### config.mk
export PLATFORM = sky130hd
export DESIGN_NAME = stage_if
export DESIGN_NICKNAME = d
export VERILOG_FILES = /design/src/rtl/stage_if.sv
export SDC_FILE = /design/constraint.sdc
export NUM_CORES = 1
export LEC_CHECK = 0
export BUFFER_PORTS_ARGS = -buffer_cell sky130_fd_sc_hd__buf_2
export CORE_ASPECT_RATIO = 0.9
export CORE_MARGIN = 3
export CORE_UTILIZATION = 58
export CTS_BUF_LIST = sky130_fd_sc_hd__clkbuf_4 sky130_fd_sc_hd__clkbuf_8
export DETAILED_ROUTE_END_ITERATION = 10
export PLACE_DENSITY_LB_ADDON = 0.3
export REMOVE_ABC_BUFFERS = 1
export SKIP_CTS_REPAIR_TIMING = 1
export SYNTH_ARGS = -nofsm -noshare
export SYNTH_HDL_FRONTEND = slang
export SYNTH_SLANG_ARGS = --single-unit
export TNS_END_PERCENT = 50
### constraint.sdc
create_clock -name clk -period 2.6 [get_ports clk]
set_clock_uncertainty 0.05 [all_clocks]
set_input_delay 0.52 -clock clk [delete_from_list [all_inputs] [get_ports clk]]
set_output_delay 0.52 -clock clk [all_outputs]
set_load 0.03 [all_outputs]
### src/rtl/stage_if.sv
// stage_if: instruction fetch stage with a one-word skid register and redirect kill tracking.
// Optional feature macro IF_ALIGN_CHECK_EN: a misaligned pc raises EC_ADEL instead of fetching.

`ifndef IF2ID_WIRE_WIDTH
`define IF2ID_WIRE_WIDTH 68
`endif
`ifndef EC_NONE
`define EC_NONE 4'h0
`endif
`ifndef EC_ADEL
`define EC_ADEL 4'h4
`endif

module stage_if #(
    parameter logic [31:0] RESET_PC = 32'h0000_0000
) (
    input  logic                          clk,
    input  logic                          rst,
    input  logic                          stall,
    input  logic                          clear,
    input  logic                          branch_valid,
    input  logic [31:0]                   branch_target,
    output logic                          mem_req,
    output logic [31:0]                   mem_addr,
    input  logic                          mem_ack,
    input  logic [31:0]                   mem_rdata,
    output logic [`IF2ID_WIRE_WIDTH-1:0]  interstage_if2id
);

    localparam int unsigned W   = `IF2ID_WIRE_WIDTH;
    localparam int unsigned EcW = W - 64;

    // if2id layout: {instr[31:0], next_pc[31:0], exc_code}
    localparam logic [W-1:0] Bubble = {32'h0, 32'h0, `EC_NONE};

`ifdef IF_ALIGN_CHECK_EN
    localparam bit AlignCheck = 1'b1;
`else
    localparam bit AlignCheck = 1'b0;
`endif

    typedef enum logic [1:0] {
        StFetch,
        StWait,
        StHold
    } state_e;

    state_e       st_q, st_d;
    logic [31:0]  pc_q, pc_d;
    logic         kill_q, kill_d;
    logic [31:0]  kill_addr_q, kill_addr_d;
    logic [W-1:0] skid_q, skid_d;
    logic         skid_vld_q, skid_vld_d;
    logic [W-1:0] out_q, out_d;

    logic [31:0]  fetch_addr;
    logic [31:0]  pc_inc;
    logic         misaligned;
    logic [W-1:0] word_pkt;
    logic [W-1:0] fault_pkt;

    function automatic logic [W-1:0] pack(input logic [31:0] instr, input logic [31:0] npc,
                                          input logic [EcW-1:0] ec);
        return {instr, npc, ec};
    endfunction

    always_comb begin
        fetch_addr = AlignCheck ? pc_q : {pc_q[31:2], 2'b00};
        pc_inc     = fetch_addr + 32'd4;
        misaligned = AlignCheck && (pc_q[1:0] != 2'b00);
        word_pkt   = pack(mem_rdata, pc_inc, `EC_NONE);
        fault_pkt  = pack(32'h0, pc_inc, `EC_ADEL);

        // A killed request must stay presented until memory acks it.
        mem_req  = rst && (st_q != StHold) && (kill_q || !misaligned);
        mem_addr = kill_q ? kill_addr_q : fetch_addr;

        interstage_if2id = out_q;
    end

    always_comb begin
        st_d        = st_q;
        pc_d        = pc_q;
        kill_d      = kill_q;
        kill_addr_d = kill_addr_q;
        skid_d      = skid_q;
        skid_vld_d  = skid_vld_q;
        out_d       = out_q;

        if (branch_valid) begin
            pc_d        = branch_target;
            st_d        = StFetch;
            skid_vld_d  = 1'b0;
            kill_d      = mem_req && !mem_ack;
            kill_addr_d = mem_addr;
            if (clear || !stall) begin
                out_d = Bubble;
            end
        end else if (kill_q) begin
            st_d = StFetch;
            if (mem_ack) begin
                kill_d = 1'b0;
            end
            if (clear || !stall) begin
                out_d = Bubble;
            end
        end else begin
            unique case (st_q)
                StFetch, StWait: begin
                    if (misaligned) begin
                        if (clear) begin
                            out_d = Bubble;
                            st_d  = StFetch;
                        end else if (stall) begin
                            skid_d     = fault_pkt;
                            skid_vld_d = 1'b1;
                            st_d       = StHold;
                        end else begin
                            out_d      = fault_pkt;
                            skid_vld_d = 1'b0;
                            st_d       = StHold;
                        end
                    end else if (mem_ack) begin
                        // A cleared word is dropped and refetched from the same pc.
                        if (clear) begin
                            out_d = Bubble;
                            st_d  = StFetch;
                        end else if (stall) begin
                            skid_d     = word_pkt;
                            skid_vld_d = 1'b1;
                            st_d       = StHold;
                        end else begin
                            out_d = word_pkt;
                            pc_d  = pc_inc;
                            st_d  = StFetch;
                        end
                    end else begin
                        st_d = StWait;
                        if (clear || !stall) begin
                            out_d = Bubble;
                        end
                    end
                end
                StHold: begin
                    if (clear) begin
                        out_d      = Bubble;
                        skid_vld_d = 1'b0;
                        st_d       = misaligned ? StHold : StFetch;
                    end else if (!stall) begin
                        out_d      = skid_vld_q ? skid_q : Bubble;
                        skid_vld_d = 1'b0;
                        if (!misaligned) begin
                            pc_d = pc_inc;
                            st_d = StFetch;
                        end
                    end
                end
                default: begin
                    st_d = StFetch;
                end
            endcase
        end
    end

    always_ff @(posedge clk or negedge rst) begin
        if (!rst) begin
            st_q        <= StFetch;
            pc_q        <= RESET_PC;
            kill_q      <= 1'b0;
            kill_addr_q <= 32'h0;
            skid_q      <= Bubble;
            skid_vld_q  <= 1'b0;
            out_q       <= Bubble;
        end else begin
            st_q        <= st_d;
            pc_q        <= pc_d;
            kill_q      <= kill_d;
            kill_addr_q <= kill_addr_d;
            skid_q      <= skid_d;
            skid_vld_q  <= skid_vld_d;
            out_q       <= out_d;
        end
    end

endmodule

* After elaboration in Yosys (flattened, before gate mapping)
Index checks and enable logic that the tools add are counted.
** Word-level totals
- Register bits :: 200
- Input bits :: 70
- Output and inout port bits :: 101
- Logic and storage cells :: 70
** Operators by class
- Add/sub/neg operators :: 1
- Equal/unequal tests :: 10
- Multiplexer cells :: 36
- Bitwise gates (word level) :: 3
- Reductions and logical operators :: 13
** Operators with widths (count)
- $mux W68 :: 9
- $mux W32 :: 6
- $pmux W68 S2 :: 1
- $pmux W32 S2 :: 1
- $add A32 B3 Y32 const B :: 1
- $mux W2 :: 7
- $reduce_and A6 Y1 :: 2
- $mux W1 :: 10
- $ne A3 B3 Y1 const B :: 3
- $ne A6 B6 Y1 const B :: 1
- $reduce_and A3 Y1 :: 2
- $ne A5 B5 Y1 const B :: 1
- $ne A2 B2 Y1 const B :: 2
- $ne A4 B4 Y1 const B :: 1
- $pmux W2 S2 :: 1
- $reduce_bool A4 Y1 :: 1
- $not A1 Y1 :: 3
- $reduce_bool A3 Y1 :: 1
- $eq A2 B1 Y1 const B :: 1
- $eq A2 B2 Y1 const B :: 1
- $logic_and A1 B1 Y1 :: 2
- $logic_not A1 Y1 :: 2
- $logic_not A2 Y1 :: 1
- $pmux W1 S2 :: 1
- other kinds (2) :: 2

* Depth between registers and ports, before layout
Gate-level depths: netlist (run 1).
- Depth after elaboration :: 7
- Depth in mapped cells :: 9
- Mapped depth without buffers :: 7

* Least setup slack after synthesis (run 1)
Ideal clock, no wire load.
- Path type :: input to register
- Start point :: in branch_valid
- End point :: reg skid_q[36]
- Setup time :: 0.125 ns
- Data arrival time :: 1.869 ns
- Required time :: 2.425 ns
- Path slack :: 0.556 ns
- Stages :: 6
- Path buffers :: 3
- Cell sequence :: clkbuf_1 or2_0 clkbuf_1 nor3_2 buf_2 mux2_2
** On the way
- Cells in the longest elaborated chain, start to end :: 2
** RTL lines
- start: declaration :: RTL line 21 : input logic branch_valid,
- $not A1 Y1 (no source line)
- $reduce_and A6 Y1 (no source line)
- end signal: assignment :: RTL line 171 : skid_q <= Bubble;
- end signal: assignment :: RTL line 179 : skid_q <= skid_d;
- end: declaration :: RTL line 52 : logic [W-1:0] skid_q, skid_d;
Every way passes these cells.
A chain may end at the register's enable or synchronous reset.

* Final worst setup path (run 1)
- Start point :: reg st_q[1]
- End point :: reg pc_q[20]
** On the way
- Cells in the longest elaborated chain, start to end :: 5
- Elaborated cells between the ends (all ways) :: 10
- Classes of those cells :: eq/ne: 3; mux: 3; reduce/logical: 4
** RTL lines
- start: declaration :: RTL line 48 : state_e st_q, st_d;
- start signal: assignment :: RTL line 167 : st_q <= StFetch;
- start signal: assignment :: RTL line 175 : st_q <= st_d;
- $eq A2 B1 Y1 / $logic_not A2 Y1 (equally long branches) :: RTL line 108 : unique case (st_q)
- $reduce_or A2 Y1 :: RTL line 108
- $pmux W32 S2 :: RTL line 108
- $mux W32 :: RTL line 99 : end else if (kill_q) begin
- $mux W32 :: RTL line 90 : if (branch_valid) begin
- end signal: assignment :: RTL line 176 : pc_q <= pc_d;
- end: declaration :: RTL line 49 : logic [31:0] pc_q, pc_d;
Several ways; a longest one is shown, not always the timed one. The select of a mux whose other input is x is not followed.

==> results.py, run 1 <==
metrics = {
    "clocking": {
        "cts.clk_slew.worst_paths_ns": 0.10,
        "cts_made_buffers": 17,
        "insertion_delay_ns": 0.46,
        "cts.sinks": 196,
        "cts_max_path_buffers": 2,
        "root_buffer": "clkbuf_8",
        "htreeDepth": 4,
        "cts_tree": "yes",
    },
    "hold_path": {
        "hold_class": "input pin to asynchronous set/reset pin",
    },
    "placement": {
        "dp.final_hpwl_mm": 14.8,
        "gp_congestion": 0.841,
        "port_buffers": 168,
    },
    "power": {
        "p_per_area_nw_per_um2": 645,
        "clkPwrFrac_pct": 27.3,
        "p_leak_uw": 0.00491,
        "cellInternalPower_uw": 4860,
        "peakVddDrop_uv": 447,
        "switching_share_pct": 30.3,
        "switchingPower_uw": 2110,
        "p_comb_share_pct": 18.5,
        "p_seq_share_pct": 54.2,
    },
    "synth": {
        "syn_inst": 865,
        "ys_warn_count": 0,
        "synth_seq_cells": 196,
        "syn-mean-instance-area_um2": 10.9,
        "synth_cell_types": 56,
        "yosysSeqAreaShare_pct": 51.9,
        "syn_area_um2": 9450,
    },
    "floorplan": {
        "initial_utilization_pct": 60.3,
        "die_w_um": 141,
        "die_area_um2": 17900,
        "placementRows": 43,
        "die_height_um": 127,
        "core_area_um2": 15700,
        "io-pin-count": 171,
    },
    "route": {
        "drtIter0Drc": 539,
        "vias": 7154,
        "wire_per_inst_um": 18.0,
        "via_per_inst": 5.85,
        "top_layer": "met4",
        "ant_nets": 0,
        "wl_met1_mm": 10.0,
        "wl_met3_mm": 1.57,
        "first_pass_iters": 5,
        "routed_wl_mm": 22.0,
        "wl_met2_mm": 10.2,
        "drcViolationCount": 0,
    },
    "timing": {
        "period_minus_slack_ns": 2.36,
        "fin_crit_sh_pct": 90.8,
        "hold_viol": 0,
        "tightest_slew_ns": 1.08,
        "report.final.setup_viol": 0,
        "max_freq_ghz": 0.423,
        "grt_setup_unrepaired": "no",
        "drv_slew": 0,
        "finalSetupTns_ns": 0,
        "relSlewSlack_pct": 27.7,
    },
    "global_routing": {
        "overflow": 0,
        "grt_usage_pct": 25.2,
        "first_global_vias": 7105,
        "antenna_found_initial": 0,
        "grt_start_max_net_pins": 197,
        "grt_pass1_wl_mm": 36.4,
    },
    "final_layout": {
        "fin_util_pct": 69.0,
        "layout_commonest_cell": "dfrtp_1",
        "diodes": 0,
        "syn_to_final_growth_pct": 14.3,
        "fillCellCount": 1203,
        "mostFrequentLayoutCells": "dfrtp_1, buf_2, nand2_1",
        "drive_gt1_share_pct": 34.6,
        "nets": 1078,
    },
    "worst_setup_path": {
        "rr_worst_depth": 6,
        "r2r_slack_ns": 0.24,
        "critPathKind": "flip-flop to flip-flop",
        "required_ns": 2.89,
        "crit_slowest_cell": "a2111oi_4",
        "startpoint": "st_q[1]$_DFFE_PN0P_",
        "timing.rr.start": "st_q[1]$_DFFE_PN0P_",
        "crit_fanout": 8,
        "slowest_delay_ns": 0.72,
        "cp-start-kind": "flip-flop",
        "setup.worst_path.end": "pc_q[20]$_DFFE_PN0P_",
        "r2r_end": "pc_q[20]$_DFFE_PN0P_",
        "crit_chain": "nand2b_4 > a2111oi_4 > and2_1 > nand3_1 > xor2_1 > o21ai_1",
        "crit_arrival_ns": 2.65,
        "end_kind": "flip-flop",
    },
    "job": {
        "drv_cap": 0,
    },
    "run_status": {
        "status": "finished, final reports clean",
    },
}
==> worst min-delay path by stage <==
stage,slack [ns],cells after the start,endpoint
after detailed placement,0.41,2,interstage_if2id[52]$_DFFE_PN0P_
after floorplan,0.17,0,interstage_if2id[0]$_DFFE_PN0P_
after global placement,0.41,2,interstage_if2id[64]$_DFFE_PN0P_
final,0.17,2,skid_q[56]$_DFFE_PN0P_
after global routing,0.19,3,pc_q[8]$_DFFE_PN0P_
after CTS,0.18,3,pc_q[21]$_DFFE_PN0P_
==> through the flow <==
| stage | setup slack (ns) | total power, uW | hold slack, ns | area, um2 | instances |
|---|---|---|---|---|---|
| floorplan | -2.12 | 4630 | 0.174 | 9040 | 793 |
| global placement | 0.182 | 5060 | 0.405 | 10400 | 1190 |
| detailed placement | 0.144 | 5120 | 0.415 | 10400 | 1190 |
| CTS | 0.219 | 7020 | 0.181 | 10800 | 1222 |
| global route | 0.130 | 7320 | 0.192 | 10800 | 1222 |
| finish | 0.239 | 6960 | 0.167 | 10800 | 1222 |
==> layer usage <==
metal | vias to the layer above | global-route usage (%)
met5 | - | 0
met4 | 0 | 6.27
met3 | 25 | 5.54
met2 | 281 | 39.7
met1 | 3524 | 36.0
li1 | 3324 | -
==> cell type report <==
cell class                      count  area (um2)  share of cell area (%)
Clock buffer                       19         262                    2.42
Clock inverter                     13         125                    1.16
Inverter                            2        7.51                  0.0695
Multi-Input combinational cell    595        4150                    38.4
Sequential cell                   196        4900                    45.4
Tap cell                          202         253                    2.34
Timing Repair Buffer              195        1100                    10.2
==> worst max-delay path, delay by kind of cell, from the launching register on <==
kind,cells,cell delay [ns]
AO/OA/AOI/OAI,2,0.79
XOR/XNOR,1,0.17
flip-flops,1,0.50
AND/OR/NAND/NOR,3,0.72
==> registers in the layout, summed over array words and instances, names as in the netlist <==
signal and cells:
st_q 2, interstage_if2id 68, kill_addr_q 32, skid_vld_q 1
kill_q 1, pc_q 30, skid_q 62
==> power groups by stage <==
stage / logic [uW] / registers (uW) / clock network [uW]
after CTS: 1300 / 3770 / 1950
final: 1290 / 3770 / 1900
after detailed placement: 1300 / 3830 / 0
after global routing: 1420 / 3830 / 2070
after floorplan: 794 / 3840 / 0
after global placement: 1260 / 3790 / 0
==> Yosys cell counts (all sizes together) <==
cell / n / share of area, %
nor2b: 4 / 0.26
inv: 2 / 0.079
a221oi: 9 / 0.83
a21o: 4 / 0.32
a22oi: 53 / 4.2
nand3: 18 / 0.95
o311ai: 1 / 0.093
a211oi: 1 / 0.079
or4: 2 / 0.24
nand2: 110 / 4.4
ha: 1 / 0.13
a221o: 3 / 0.32
nand2b: 6 / 0.48
nand4: 15 / 1.5
xor2: 36 / 3.3
nor4: 3 / 0.52
nor2: 39 / 1.6
a32o: 1 / 0.11
a2111oi: 1 / 0.29
nor3b: 4 / 0.48
a222oi: 1 / 0.11
mux2i: 1 / 0.11
o22ai: 1 / 0.066
or2: 2 / 0.13
a21oi: 19 / 1.0
o21ai: 90 / 4.8
xnor2: 18 / 1.7
nor3: 13 / 0.79
a21boi: 3 / 0.24
a31o: 1 / 0.093
dfrtp: 196 / 52
mux2: 105 / 13
and2: 19 / 1.3
and3: 6 / 0.40
a22o: 1 / 0.093
buf: 30 / 2.2
clkbuf: 42 / 2.1
and4: 1 / 0.093
a31oi: 1 / 0.066
nand4b: 1 / 0.093
a2bb2oi: 1 / 0.093
==> logic make-up after synthesis <==
| family | Yosys count | share of synthesized area, % |
|---|---|---|
| muxes | 106 | 12.6 |
| DFF | 196 | 51.9 |
| xor gates and xnor gates | 54 | 5.01 |
| and+or+nand+nor | 243 | 13.1 |
| AOI/OAI and AO/OA | 191 | 12.8 |
| adders and majority gates | 1 | 0.132 |
| buffers and inverters | 74 | 4.37 |
Note: power is estimated with default switching activity, not from simulation.
==> inputs of run 2 (changes only) <==
--- a/config.mk
+++ b/config.mk
@@ -8,7 +8,7 @@
 export BUFFER_PORTS_ARGS = -buffer_cell sky130_fd_sc_hd__buf_2
 export CORE_ASPECT_RATIO = 0.9
 export CORE_MARGIN = 3
-export CORE_UTILIZATION = 58
+export CORE_UTILIZATION = 38
 export CTS_BUF_LIST = sky130_fd_sc_hd__clkbuf_4 sky130_fd_sc_hd__clkbuf_8
 export DETAILED_ROUTE_END_ITERATION = 10
 export PLACE_DENSITY_LB_ADDON = 0.3
==> constraint.sdc (replaced) <==
create_clock -name clk -period 2.7 [get_ports clk]
set_clock_uncertainty 0.05 [all_clocks]
set_input_delay 0.54 -clock clk [delete_from_list [all_inputs] [get_ports clk]]
set_output_delay 0.54 -clock clk [all_outputs]
set_load 0.03 [all_outputs]
==> results.py, run 2 (synthesis results as in run 1) <==
metrics = {
    "placement": {
        "dp.final_hpwl_mm": 15.8,
        "port_buffers": 168,
        "gp_congestion": 0.764,
    },
    "clocking": {
        "cts.sinks": 196,
        "cts_tree": "yes",
        "insertion_delay_ns": 0.46,
        "htreeDepth": 4,
        "cts.clk_slew.worst_paths_ns": 0.11,
        "root_buffer": "clkbuf_8",
        "cts_max_path_buffers": 2,
        "cts_made_buffers": 17,
    },
    "timing": {
        "hold_viol": 0,
        "tightest_slew_ns": 0.639,
        "whs_ns": 0.227,
        "report.final.setup_viol": 0,
        "grt_setup_unrepaired": "no",
        "drv_slew": 0,
        "max_freq_ghz": 0.396,
        "period_minus_slack_ns": 2.53,
        "relSlewSlack_pct": 57.4,
        "fin_crit_sh_pct": 93.6,
    },
    "route": {
        "drcViolationCount": 0,
        "drtIter0Drc": 488,
        "wire_per_inst_um": 17.6,
        "first_pass_iters": 5,
        "via_per_inst": 5.24,
        "ant_nets": 0,
        "routed_wl_mm": 23.5,
        "vias": 6966,
    },
    "final_layout": {
        "fillCellCount": 2321,
        "drive_gt1_share_pct": 34.6,
        "syn_to_final_growth_pct": 16.1,
        "largest_reg_flops": 68,
        "fin_util_pct": 45.1,
        "multi_input_area_um2": 4150,
        "diodes": 0,
        "nets": 1080,
        "regArea_um2": 4900,
        "mostFrequentLayoutCells": "dfrtp_1, buf_2, nand2_1",
        "layout_commonest_cell": "dfrtp_1",
    },
    "power": {
        "p_per_area_nw_per_um2": 612,
        "peakVddDrop_uv": 314,
        "power_uw": 6710,
        "p_leak_uw": 0.00493,
    },
    "floorplan": {
        "die_height_um": 156,
        "core_area_um2": 24300,
        "die_w_um": 172,
        "initial_utilization_pct": 38.8,
        "die_area_um2": 26800,
        "placementRows": 54,
        "io-pin-count": 171,
    },
    "global_routing": {
        "overflow": 0,
        "first_global_vias": 6804,
        "grt_usage_pct": 17.8,
        "antenna_found_initial": 0,
        "grt_pass1_wl_mm": 37.8,
        "grt_start_max_net_pins": 95,
    },
    "hold_path": {
        "hold_class": "input pin to flip-flop",
    },
    "worst_setup_path": {
        "crit_chain": "buf_12 > mux2_2 > buf_2",
        "r2r_slack_ns": 0.39,
        "crit_slowest_cell": "dfrtp_1",
        "crit_fanout": 33,
        "slowest_delay_ns": 0.60,
        "end_kind": "primary output",
        "critPathKind": "flip-flop to primary output",
        "required_ns": 2.11,
        "cp-start-kind": "flip-flop",
        "crit_arrival_ns": 1.94,
    },
    "job": {
        "drv_cap": 0,
    },
    "run_status": {
        "status": "finished, final reports clean",
    },
}
[run 2: cell types whose count changed in the layout (fill, tap and decap cells not counted)]
cell,previous run,this run
inv_8,0,2
clkinv_4,3,6
clkbuf_8,20,19
bufinv_16,1,0
buf_12,4,7
clkinvlp_4,5,2
buf_4,23,21
dlygate4sd3_1,0,1
[run 2: area by class of cell]
type / instances / area share, %
Sequential cell: 196 / 44.7
Clock inverter: 14 / 1.11
Multi-Input combinational cell: 595 / 37.8
Timing Repair Buffer: 197 / 10.5
Inverter: 2 / 0.0684
Clock buffer: 18 / 2.26
Tap cell: 308 / 3.51
[run 2: layer usage]
metal / global-route usage, % / share of wire, %
met2: 27.3 / 45
met4: 3.57 / 0.83
met5: 0 / 0
met3: 4.18 / 5.2
met1: 26.0 / 49
[run 2: worst max-delay path, delay by kind of cell, from the launching register on]
family | cells | cell delay, ns
flops | 1 | 0.60
mux | 1 | 0.39
buf+inv | 2 | 0.47
[run 2: per-stage QoR]
stage	std cells	cell area (um2)	setup WS, ns	TNS [ns]
floorplan	793	9040	-2.02	-182.01
global placement	1297	10600	0.409	0
detailed placement	1297	10600	0.376	0
CTS	1329	11000	0.120	0
global route	1330	11000	0.0639	0
finish	1330	11000	0.174	0
[run 2: path summary, 6_finish.rpt]
check / from / to / depth (start not counted)
hold reg to reg: interstage_if2id[14]$_DFFE_PN0P_ / interstage_if2id[14]$_DFFE_PN0P_ / 2
setup reg to reg: st_q[1]$_DFFE_PN0P_ / pc_q[20]$_DFFE_PN0P_ / 7
setup / recovery: kill_q$_DFF_PN0_ / mem_addr[31] / 3
hold / removal: branch_target[12] / pc_q[12]$_DFFE_PN0P_ / 3
min in group asynchronous: rst / interstage_if2id[37]$_DFFE_PN0P_ / 2
max in group asynchronous: rst / interstage_if2id[9]$_DFFE_PN0P_ / 3
[run 2: power by group]
group / leakage [uW] / internal (uW) / switching [uW]
clock network: 0.000184 / 691 / 1140
registers: 0.00249 / 3340 / 275
logic: 0.00226 / 558 / 708
==> inputs of run 3 (changes only) <==
--- a/config.mk
+++ b/config.mk
@@ -13,7 +13,9 @@
 export DETAILED_ROUTE_END_ITERATION = 10
 export PLACE_DENSITY_LB_ADDON = 0.3
 export REMOVE_ABC_BUFFERS = 1
+export SETUP_SLACK_MARGIN = 0.4
 export SKIP_CTS_REPAIR_TIMING = 1
+export SKIP_LAST_GASP = 1
 export SYNTH_ARGS = -nofsm -noshare
 export SYNTH_HDL_FRONTEND = slang
 export SYNTH_SLANG_ARGS = --single-unit
==> results.py, run 3 (synthesis results as in run 1) <==
metrics = {
    "run_status": {
        "status": "finished, final reports clean",
    },
    "global_routing": {
        "grt_pass1_wl_mm": 37.8,
        "grt_start_max_net_pins": 95,
        "grt_usage_pct": 17.8,
        "first_global_vias": 6804,
        "antenna_found_initial": 0,
        "overflow": 0,
    },
    "floorplan": {
        "die_area_um2": 26800,
        "io-pin-count": 171,
        "placementRows": 54,
        "initial_utilization_pct": 38.8,
        "die_height_um": 156,
        "core_area_um2": 24300,
        "die_w_um": 172,
    },
    "route": {
        "vias": 7013,
        "drcViolationCount": 0,
        "routed_wl_mm": 23.8,
        "ant_nets": 0,
        "first_pass_iters": 5,
        "via_per_inst": 5.24,
        "wire_per_inst_um": 17.8,
        "drtIter0Drc": 518,
    },
    "timing": {
        "report.final.setup_viol": 0,
        "tightest_slew_ns": 0.705,
        "period_minus_slack_ns": 2.34,
        "drv_slew": 0,
        "grt_setup_unrepaired": "yes",
        "fin_crit_sh_pct": 86.8,
        "max_freq_ghz": 0.427,
        "worst_slack_ns": 0.357,
        "relSlewSlack_pct": 52.9,
        "hold_viol": 0,
    },
    "clocking": {
        "cts.sinks": 196,
        "htreeDepth": 4,
        "cts_tree": "yes",
        "cts_made_buffers": 17,
        "cts.clk_slew.worst_paths_ns": 0.11,
        "insertion_delay_ns": 0.46,
        "root_buffer": "clkbuf_8",
        "cts_max_path_buffers": 2,
    },
    "worst_setup_path": {
        "end_kind": "primary output",
        "crit_fanout": 17,
        "crit_arrival_ns": 1.75,
        "crit_chain": "buf_12 > mux2_2 > buf_2",
        "critPathKind": "flip-flop to primary output",
        "cp-start-kind": "flip-flop",
        "required_ns": 2.11,
        "crit_slowest_cell": "dfrtp_2",
        "r2r_slack_ns": 0.52,
        "slowest_delay_ns": 0.51,
    },
    "power": {
        "power_uw": 6730,
        "p_per_area_nw_per_um2": 608,
        "peakVddDrop_uv": 315,
        "p_leak_uw": 0.00498,
    },
    "hold_path": {
        "hold_class": "input pin to asynchronous set/reset pin",
    },
    "placement": {
        "port_buffers": 168,
        "place_inst": 1297,
        "gp_congestion": 0.764,
        "post_dp_cell_area_um2": 10600,
        "post-place-ws_ns": 0.376,
        "dp.final_hpwl_mm": 15.8,
    },
    "final_layout": {
        "drive_gt1_share_pct": 35.8,
        "syn_to_final_growth_pct": 17.2,
        "instances_no_fill": 1338,
        "diodes": 0,
        "mostFrequentLayoutCells": "dfrtp_1, buf_2, nand2_1",
        "layout_commonest_cell": "dfrtp_1",
        "largest_reg_flops": 68,
        "nets": 1088,
        "final_design_area_no_fill_um2": 11100,
    },
    "job": {
        "drv_cap": 0,
    },
}
-- run 3: through the flow --
step	setup TNS (ns)	hold WS (ns)	util (%)
global route	0	0.110	45.5
global placement	0	0.359	43.5
CTS	0	-0.169	45.1
floorplan	-182.01	0.194	-
detailed placement	0	0.364	43.5
finish	0	0.0638	45.5
-- run 3: worst max-delay path, delay by kind of cell, from the launching register on --
| family | cells | cell delay, ns |
|---|---|---|
| mux | 1 | 0.38 |
| flops | 1 | 0.51 |
| buf+inv | 2 | 0.39 |
-- run 3: area by class of cell --
class | instances | area [um2]
Fill cell | 2311 | 13300
Sequential cell | 196 | 4910
Multi-Input combinational cell | 595 | 4160
Timing Repair Buffer | 205 | 1240
Tap cell | 308 | 385
Clock buffer | 18 | 248
Clock inverter | 14 | 121
Inverter | 2 | 7.51
-- run 3: routing by layer --
metal  up-vias  wire [um]  GRT usage (%)  part of all wire [%]
li1       3361          -              -                     -
met1      3435      11600           26.0                    49
met2       201      10700           27.3                    45
met3        16       1300           4.18                   5.4
met4         0        197           3.57                  0.83
met5         -          0              0                     0
-- run 3: power by group --
group,internal [uW],switching [uW],leakage [uW]
logic,571,713,0.00231
registers,3340,276,0.00249
clock network,691,1140,0.000184
total,4600,2130,0.00498
-- run 3: worst paths after layout --
path / startpoint / to / cells after the start
max: kill_q$_DFF_PN0_ / mem_addr[31] / 3
min: rst / interstage_if2id[65]$_DFFE_PN0P_ / 2
max reg2reg: pc_q[11]$_DFFE_PN0P_ / interstage_if2id[23]$_DFFE_PN0P_ / 6
min reg2reg: interstage_if2id[55]$_DFFE_PN0P_ / interstage_if2id[55]$_DFFE_PN0P_ / 2
max in group asynchronous: rst / interstage_if2id[47]$_DFFE_PN0P_ / 2
min in group clk: branch_target[12] / pc_q[12]$_DFFE_PN0P_ / 3
